`config.mk`:
```
export PLATFORM = sky130hd
export DESIGN_NAME = ff_stim_seq
export DESIGN_NICKNAME = d
export VERILOG_FILES = /design/src/rtl/ff_stim_seq.sv
export SDC_FILE = /design/constraint.sdc
export NUM_CORES = 1
export LEC_CHECK = 0
export ABC_AREA = 0
export BUFFER_PORTS_ARGS = -buffer_cell sky130_fd_sc_hd__buf_2
export CORE_MARGIN = 8
export CORE_UTILIZATION = 46
export DETAILED_ROUTE_END_ITERATION = 10
export GPL_TIMING_DRIVEN = 1
export PLACE_DENSITY = 0.79
export SKIP_CTS_REPAIR_TIMING = 1
export SLEW_MARGIN = 30
export SYNTH_ARGS = -nofsm -noshare
export SYNTH_HDL_FRONTEND = slang
export SYNTH_SLANG_ARGS = --single-unit
```
`constraint.sdc`:
```
create_clock -name ck -period 2.2 [get_ports ck]
set_clock_uncertainty 0.2 [all_clocks]
set_input_delay 0.22 -clock ck [delete_from_list [all_inputs] [get_ports ck]]
set_output_delay 0.22 -clock ck [all_outputs]
set_load 0.02 [all_outputs]
```
`src/rtl/ff_stim_seq.sv`:
```
// rtl/ff_stim_seq.sv - clear/data stimulus sequencer for a downstream flip-flop
// Optional response checker compiled in with `define FF_STIM_CHECK_EN.
module ff_stim_seq #(
  parameter int ITER     = 5,
  parameter int CLR_CYC  = 2,
  parameter int HOLD_CYC = 4
) (
  input  logic        ck,
  input  logic        clr,
  input  logic        start,
  input  logic        q,
  input  logic        qb,
  output logic        dut_clr,
  output logic        dut_d,
  output logic        busy,
  output logic        done,
  output logic [7:0]  iter,
  output logic [15:0] err_cnt,
  output logic        err
);

  localparam logic [7:0] CLR_LEN   = 8'(CLR_CYC);
  localparam logic [7:0] HOLD_LEN  = 8'(HOLD_CYC);
  localparam logic [7:0] ITER_LAST = 8'(ITER - 1);

  typedef enum logic [2:0] {
    S_IDLE, S_CLR, S_D_LOW, S_D_HIGH, S_D_LOW2, S_GAP, S_DONE
  } state_t;

  state_t     state, state_nxt;
  logic [7:0] cnt;
  logic [7:0] phase_len;
  logic       phase_last;
  logic       go;
  logic       dut_clr_nxt, dut_d_nxt, busy_nxt, done_nxt;

  assign phase_len  = (state == S_CLR) ? CLR_LEN : HOLD_LEN;
  assign phase_last = (cnt == phase_len - 8'd1);
  assign go         = ((state == S_IDLE) || (state == S_DONE)) && start;

  always_ff @(posedge ck) begin
    if (clr) begin
      state <= S_IDLE;
      cnt   <= 8'd0;
    end else begin
      state <= state_nxt;
      cnt   <= ((state_nxt != state) || !busy_nxt) ? 8'd0 : cnt + 8'd1;
    end
  end

  always_comb begin
    state_nxt = state;
    case (state)
      S_IDLE, S_DONE: if (start) state_nxt = S_CLR;
      S_CLR:          if (phase_last) state_nxt = S_D_LOW;
      S_D_LOW:        if (phase_last) state_nxt = S_D_HIGH;
      S_D_HIGH:       if (phase_last) state_nxt = S_D_LOW2;
      S_D_LOW2:       if (phase_last) state_nxt = S_GAP;
      S_GAP:          if (phase_last) state_nxt = (iter < ITER_LAST) ? S_CLR : S_DONE;
      default:        state_nxt = S_IDLE;
    endcase
  end

  // Outputs are decoded from the next state so they register alongside it.
  always_comb begin
    dut_clr_nxt = (state_nxt == S_IDLE) || (state_nxt == S_CLR);
    dut_d_nxt   = !((state_nxt == S_D_LOW) || (state_nxt == S_D_LOW2));
    busy_nxt    = !((state_nxt == S_IDLE) || (state_nxt == S_DONE));
    done_nxt    = (state_nxt == S_DONE);
  end

  always_ff @(posedge ck) begin
    if (clr) begin
      dut_clr <= 1'b1;
      dut_d   <= 1'b1;
      busy    <= 1'b0;
      done    <= 1'b0;
      iter    <= 8'd0;
    end else begin
      dut_clr <= dut_clr_nxt;
      dut_d   <= dut_d_nxt;
      busy    <= busy_nxt;
      done    <= done_nxt;
      if (go)
        iter <= 8'd0;
      else if ((state == S_GAP) && phase_last && (iter < ITER_LAST))
        iter <= iter + 8'd1;
    end
  end

`ifdef FF_STIM_CHECK_EN
  // Each busy cycle's drive is captured at its closing edge and the flop's
  // response is compared one cycle later, when it has had a clock to settle.
  logic first_r, chk_vld_r, exp_q_r, bad;

  assign bad = chk_vld_r && ((q != exp_q_r) || (q == qb));

  always_ff @(posedge ck) begin
    if (clr) begin
      first_r   <= 1'b0;
      chk_vld_r <= 1'b0;
      exp_q_r   <= 1'b0;
      err_cnt   <= 16'd0;
      err       <= 1'b0;
    end else begin
      first_r   <= go;
      chk_vld_r <= busy && !first_r;
      exp_q_r   <= dut_clr ? 1'b0 : dut_d;
      if (go) begin
        err_cnt <= 16'd0;
        err     <= 1'b0;
      end else if (bad) begin
        if (err_cnt != 16'hFFFF) err_cnt <= err_cnt + 16'd1;
        err <= 1'b1;
      end
    end
  end
`else
  logic unused_resp;
  assign unused_resp = ^{q, qb};
  assign err_cnt     = 16'd0;
  assign err         = 1'b0;
`endif

endmodule
```
---- Yosys cells after proc, flatten, opt, wreduce, memory -nomap -nowiden ----
Index checks and enable logic that the tools add are counted.
Widths: inputs -> output; s select.
word-level totals
  flip-flop bits (word level) ............. 23
  input bits .............................. 5
  output and inout bits ................... 29
  word-level logic and storage cells ...... 47
operators by class
  $add $sub $neg .......................... 3
  order comparisons ....................... 1
  equal/unequal tests ..................... 12
  multiplexer cells ....................... 9
  reductions and logical operators ........ 15
operators with widths
  cell                 count
  $mux 3               8
  $pmux 3 s6           1
  $add 8x1->8 const B  2
  $eq 3x3->1 const B   5
  $eq 3x2->1 const B   3
  $eq 8x8->1           1
  $lt 8x3->1 const B   1
  $eq 3x1->1 const B   2
  $logic_not 3->1      2
  $reduce_or 2->1      3
  $logic_or 1x1->1     5
  $sub 3x1->4 const B  1
  $logic_and 1x1->1    3
  $ne 3x3->1           1
  $logic_not 1->1      2

---- Depth between registers and ports, before layout ----
  word-level depth ........................ 10
  mapped depth ............................ 6
  depth with buffers taken out ............ 5

---- Least setup slack after synthesis ----
Ideal clock, no wire load.
  path kind ............................... register -> register
  start ................................... reg cnt[0]
  end ..................................... reg cnt[2]
  data arrival time ....................... 1.837 ns
  path slack .............................. 0.028 ns
  cell stages (with the launch flop) ...... 6
  buffers on the path ..................... 0
  clock period less this slack ............ 2.172 ns
  path through ............................ dfxtp_1 -> or4b_4 -> or4_4 -> o211ai_1 -> a21boi_2 -> nor4_1
on the way
  longest elaborated chain between the ends .. 7
  elaborated cells between the ends (all ways) .. 14
  classes of those cells .................. add/sub: 1; eq/ne: 3; mux: 6; reduce/logical: 4
ends and longest elaborated chain
  element                                               line  source
  start, declared                                       31    logic [7:0] cnt;
  start signal, assigned                                47    cnt <= ((state_nxt != state) || !busy_nxt) ? 8'd0 : cnt + 8'd1;
  $eq 8x8->1                                            38    assign phase_last = (cnt == phase_len - 8'd1);
  $mux 3, on equally long branches                      n/a
  $pmux 3 s6                                            53    case (state)
  $eq 3x3->1 / $logic_not 3->1 (equally long branches)  68    busy_nxt = !((state_nxt == S_IDLE) || (state_nxt == S_DONE));
  $logic_or 1x1->1                                      68
  $logic_or 1x1->1                                      47
  $reduce_or 2->1 (no source line)                      n/a
Parallel ways exist; a longest one is shown, timed or not.
A chain may end at the register's enable or synchronous reset.

---- Worst setup path in the final report ----
  start ................................... reg cnt[4]
  end ..................................... reg cnt[7]
The elaborated chain is that of the path after synthesis.

==> reports/summary.txt <==
=====================================================================================
Total number of vias                                                              947
Setup slack, reg-to-reg                                                       -130 ps
Initial drt markers                                                                22
Violations in the final reports                                          negative setup slack
Setup violations, final                                                             8
Setup repair after global routing missed its margin                               yes
Start-to-end type of the worst setup path                                     reg2reg
GRT overflow                                                                        0
GRT Total Usage                                                                 10.9%
RD Place Congestion                                                             0.911
Mapped Avg Cell Area                                                        9.64 um^2
Post-synth top area cell                                                      dfxtp_1
Flip-flop and latch area                                                     462 um^2
Most frequent cells in the layout                                        22 x dfxtp_1, 17 x conb_1, 14 x buf_2, 11 x buf_4, 8 x nor2_1
Ratio of cells with drive above 1 in the final layout                           32.9%
Area of the multi-input gates                                                737 um^2
Diode insertion count for antenna repair                                            0
Cell types with the largest area share after synthesis                   dfxtp_1 37%, buf_4 11%, xor2_1 4.2%
Period minus WS final                                                         2330 ps
Die boundary width                                                            68.2 um
Most frequent standard cell in the layout excluding fill and tap cells        dfxtp_1
Count of distinct cell types in the synthesized netlist                            40
Kind of path behind the tightest hold check                                    in2reg
Synth Register Bits                                                                23
Maximum buffer depth of the clock tree                                              2
Gate family responsible for the most delay along the worst path          simple AND/OR/NAND/NOR gates
Startpoint type of the worst setup path                                     flip-flop
Total negative setup slack                                                    -773 ps
Height of the chip                                                            68.2 um
PD cells                                                                  531 nW/um^2
Required time of the worst setup path                                         2220 ps
Layout-stage area growth over the synthesis result                              15.6%
Number of global-route vias before repair                                         944
Pin count of the biggest net entering global routing                               18
Most used flip-flop cell after synthesis                                      dfxtp_1
Maximum frequency from static timing analysis                               0.429 GHz
Number of port buffers                                                             14
Max Cap Viol                                                                        0
Placed Cells incl. Taps                                                           181
Critical path data arrival time                                               2350 ps
Peak per-stage delay on the critical path                                      540 ps
Core ar.                                                                    2660 um^2
Sequential area share after synthesis                                           36.7%
Number of antenna violations at the first check in global routing                   0
Number of nets with antenna violations after routing                                0
Wire length of the first global-routing pass                                  4.02 mm
Result of the run                                                        finished, violations left
CTS clock-pin slew for the worst setup and hold paths                          120 ps
Clock sink total                                                                   23
Cells traversed along the worst timing path                              or4b_4, or4_4, o22ai_4, a211oi_4, buf_12, nor4_1
First-pass iteration count of the detailed router                                   6
# nets final                                                                      163
Starting Density                                                                47.1%
Total leakage power                                                       0.000596 uW
# DRC                                                                               0
Buffer cell driving the clock tree root                                      clkbuf_4
Clock insertion delay at the later pin of the skew report                      300 ps
Cell Count, Final, Fillers Out                                                    186
Slowest library cell on the worst path                                         or4b_4
Clock H-tree levels                                                                 1
EDFF count, synth                                                                   0
Critical path capture point type                                            flip-flop
Buffering stage count on the worst path with inverters included                     1
Total routed wirelength                                                       2.62 mm
Share of the cycle needed by the critical path after routing                     106%
Count of warnings emitted by yosys                                                  0
Final hold violation count                                                          0
Max-slew violation total from the final report                                      0
Number of rows created at floorplan                                                19
Via-per-instance ratio                                                           5.09
Worst ir drop on vdd                                                         0.581 mV
Async SR Flop Fraction                                                             0%
Boundary Pins                                                                      34
WL per Instance                                                               14.1 um
TritonCTS clock tree                                                             done
TritonCTS Buffers                                                                   3
Post-Syn Area                                                               1250 um^2
Proportion of netlist area held by the largest area contributor                 36.7%
Cell count after synthesis                                                        130
Crit-path max FO                                                                    9
Finished Core Util                                                              54.4%
Number of filler instances in the final layout                                    234
Final Worst Setup Slack                                                       -132 ps
Half-perimeter wire length of the detailed placement result                   1.90 mm
Die footprint                                                               4650 um^2
=====================================================================================
==> registers in the layout, summed over array words and instances (netlist names) <==
name / cells
cnt: 8
dut_d: 1
done: 1
iter: 8
dut_clr: 1
busy: 1
state: 3
==> cell usage after synthesis, types with 2 or more instances <==
master,number
a21o_1,2
a21oi_1,5
and2_1,5
and2b_2,2
and3_1,2
buf_4,19
clkbuf_8,3
dfxtp_1,23
ha_1,2
nand2_1,4
nand3_1,6
nor2_1,9
nor3_1,2
nor3b_1,2
nor4_1,7
o21ai_0,4
o31ai_1,2
xnor2_1,4
xor2_1,6
==> worst paths after layout <==
path,from,depth (start not counted),to
worst max-delay path,cnt[4],6,cnt[7]
worst min-delay path,clr,2,state[2]
worst max register to register,cnt[4],6,cnt[7]
worst min register to register,iter[7],1,iter[7]
==> per-layer routing <==
metal	vias up	wire (um)	track usage (%)
met5	-	0	0
met4	0	26	4.60
met3	2	137	1.96
met2	26	1380	19.3
met1	442	1070	12.5
li1	477	-	-
==> power breakdown <==
part	internal, uW	total (uW)	switching, uW
clock network	67.7	189	122
logic	55.2	149	94.2
registers	423	430	6.85
==> area by class of cell <==
cell class,count,area share [%]
clock buffer,3,1.55
clock inverter,1,0.345
multi-input combinational,101,50.9
sequential,23,31.9
tap,31,2.68
timing repair buffer,27,12.7
==> per-stage QoR <==
stage | area, um^2 | hold slack (ps) | total power, uW | setup WS, ps
after floorplan | 1310 | 244 | 558 | 28.1
after global placement | 1330 | 263 | 557 | -5.77
after detailed placement | 1330 | 270 | 561 | -68.6
after CTS | 1360 | 68.5 | 748 | -78.1
after global routing | 1450 | 132 | 804 | -186
final | 1450 | 127 | 769 | -132
==> kinds of logic (layout without fill, tap and decap cells) <==
kind of cell	after synthesis	count (layout)	share of synthesized area (%)
AOI/OAI and AO/OA	20	20	12.8
xor gates and xnor gates	10	10	6.99
adders and majority gates	2	2	2.00
buffers and inverters	22	31	14.7
DFF	23	23	36.7
muxes	1	1	0.798
other	1	17	0.299
and+or+nand+nor	51	51	25.7
No activity file was read; power rests on OpenSTA's default activity.
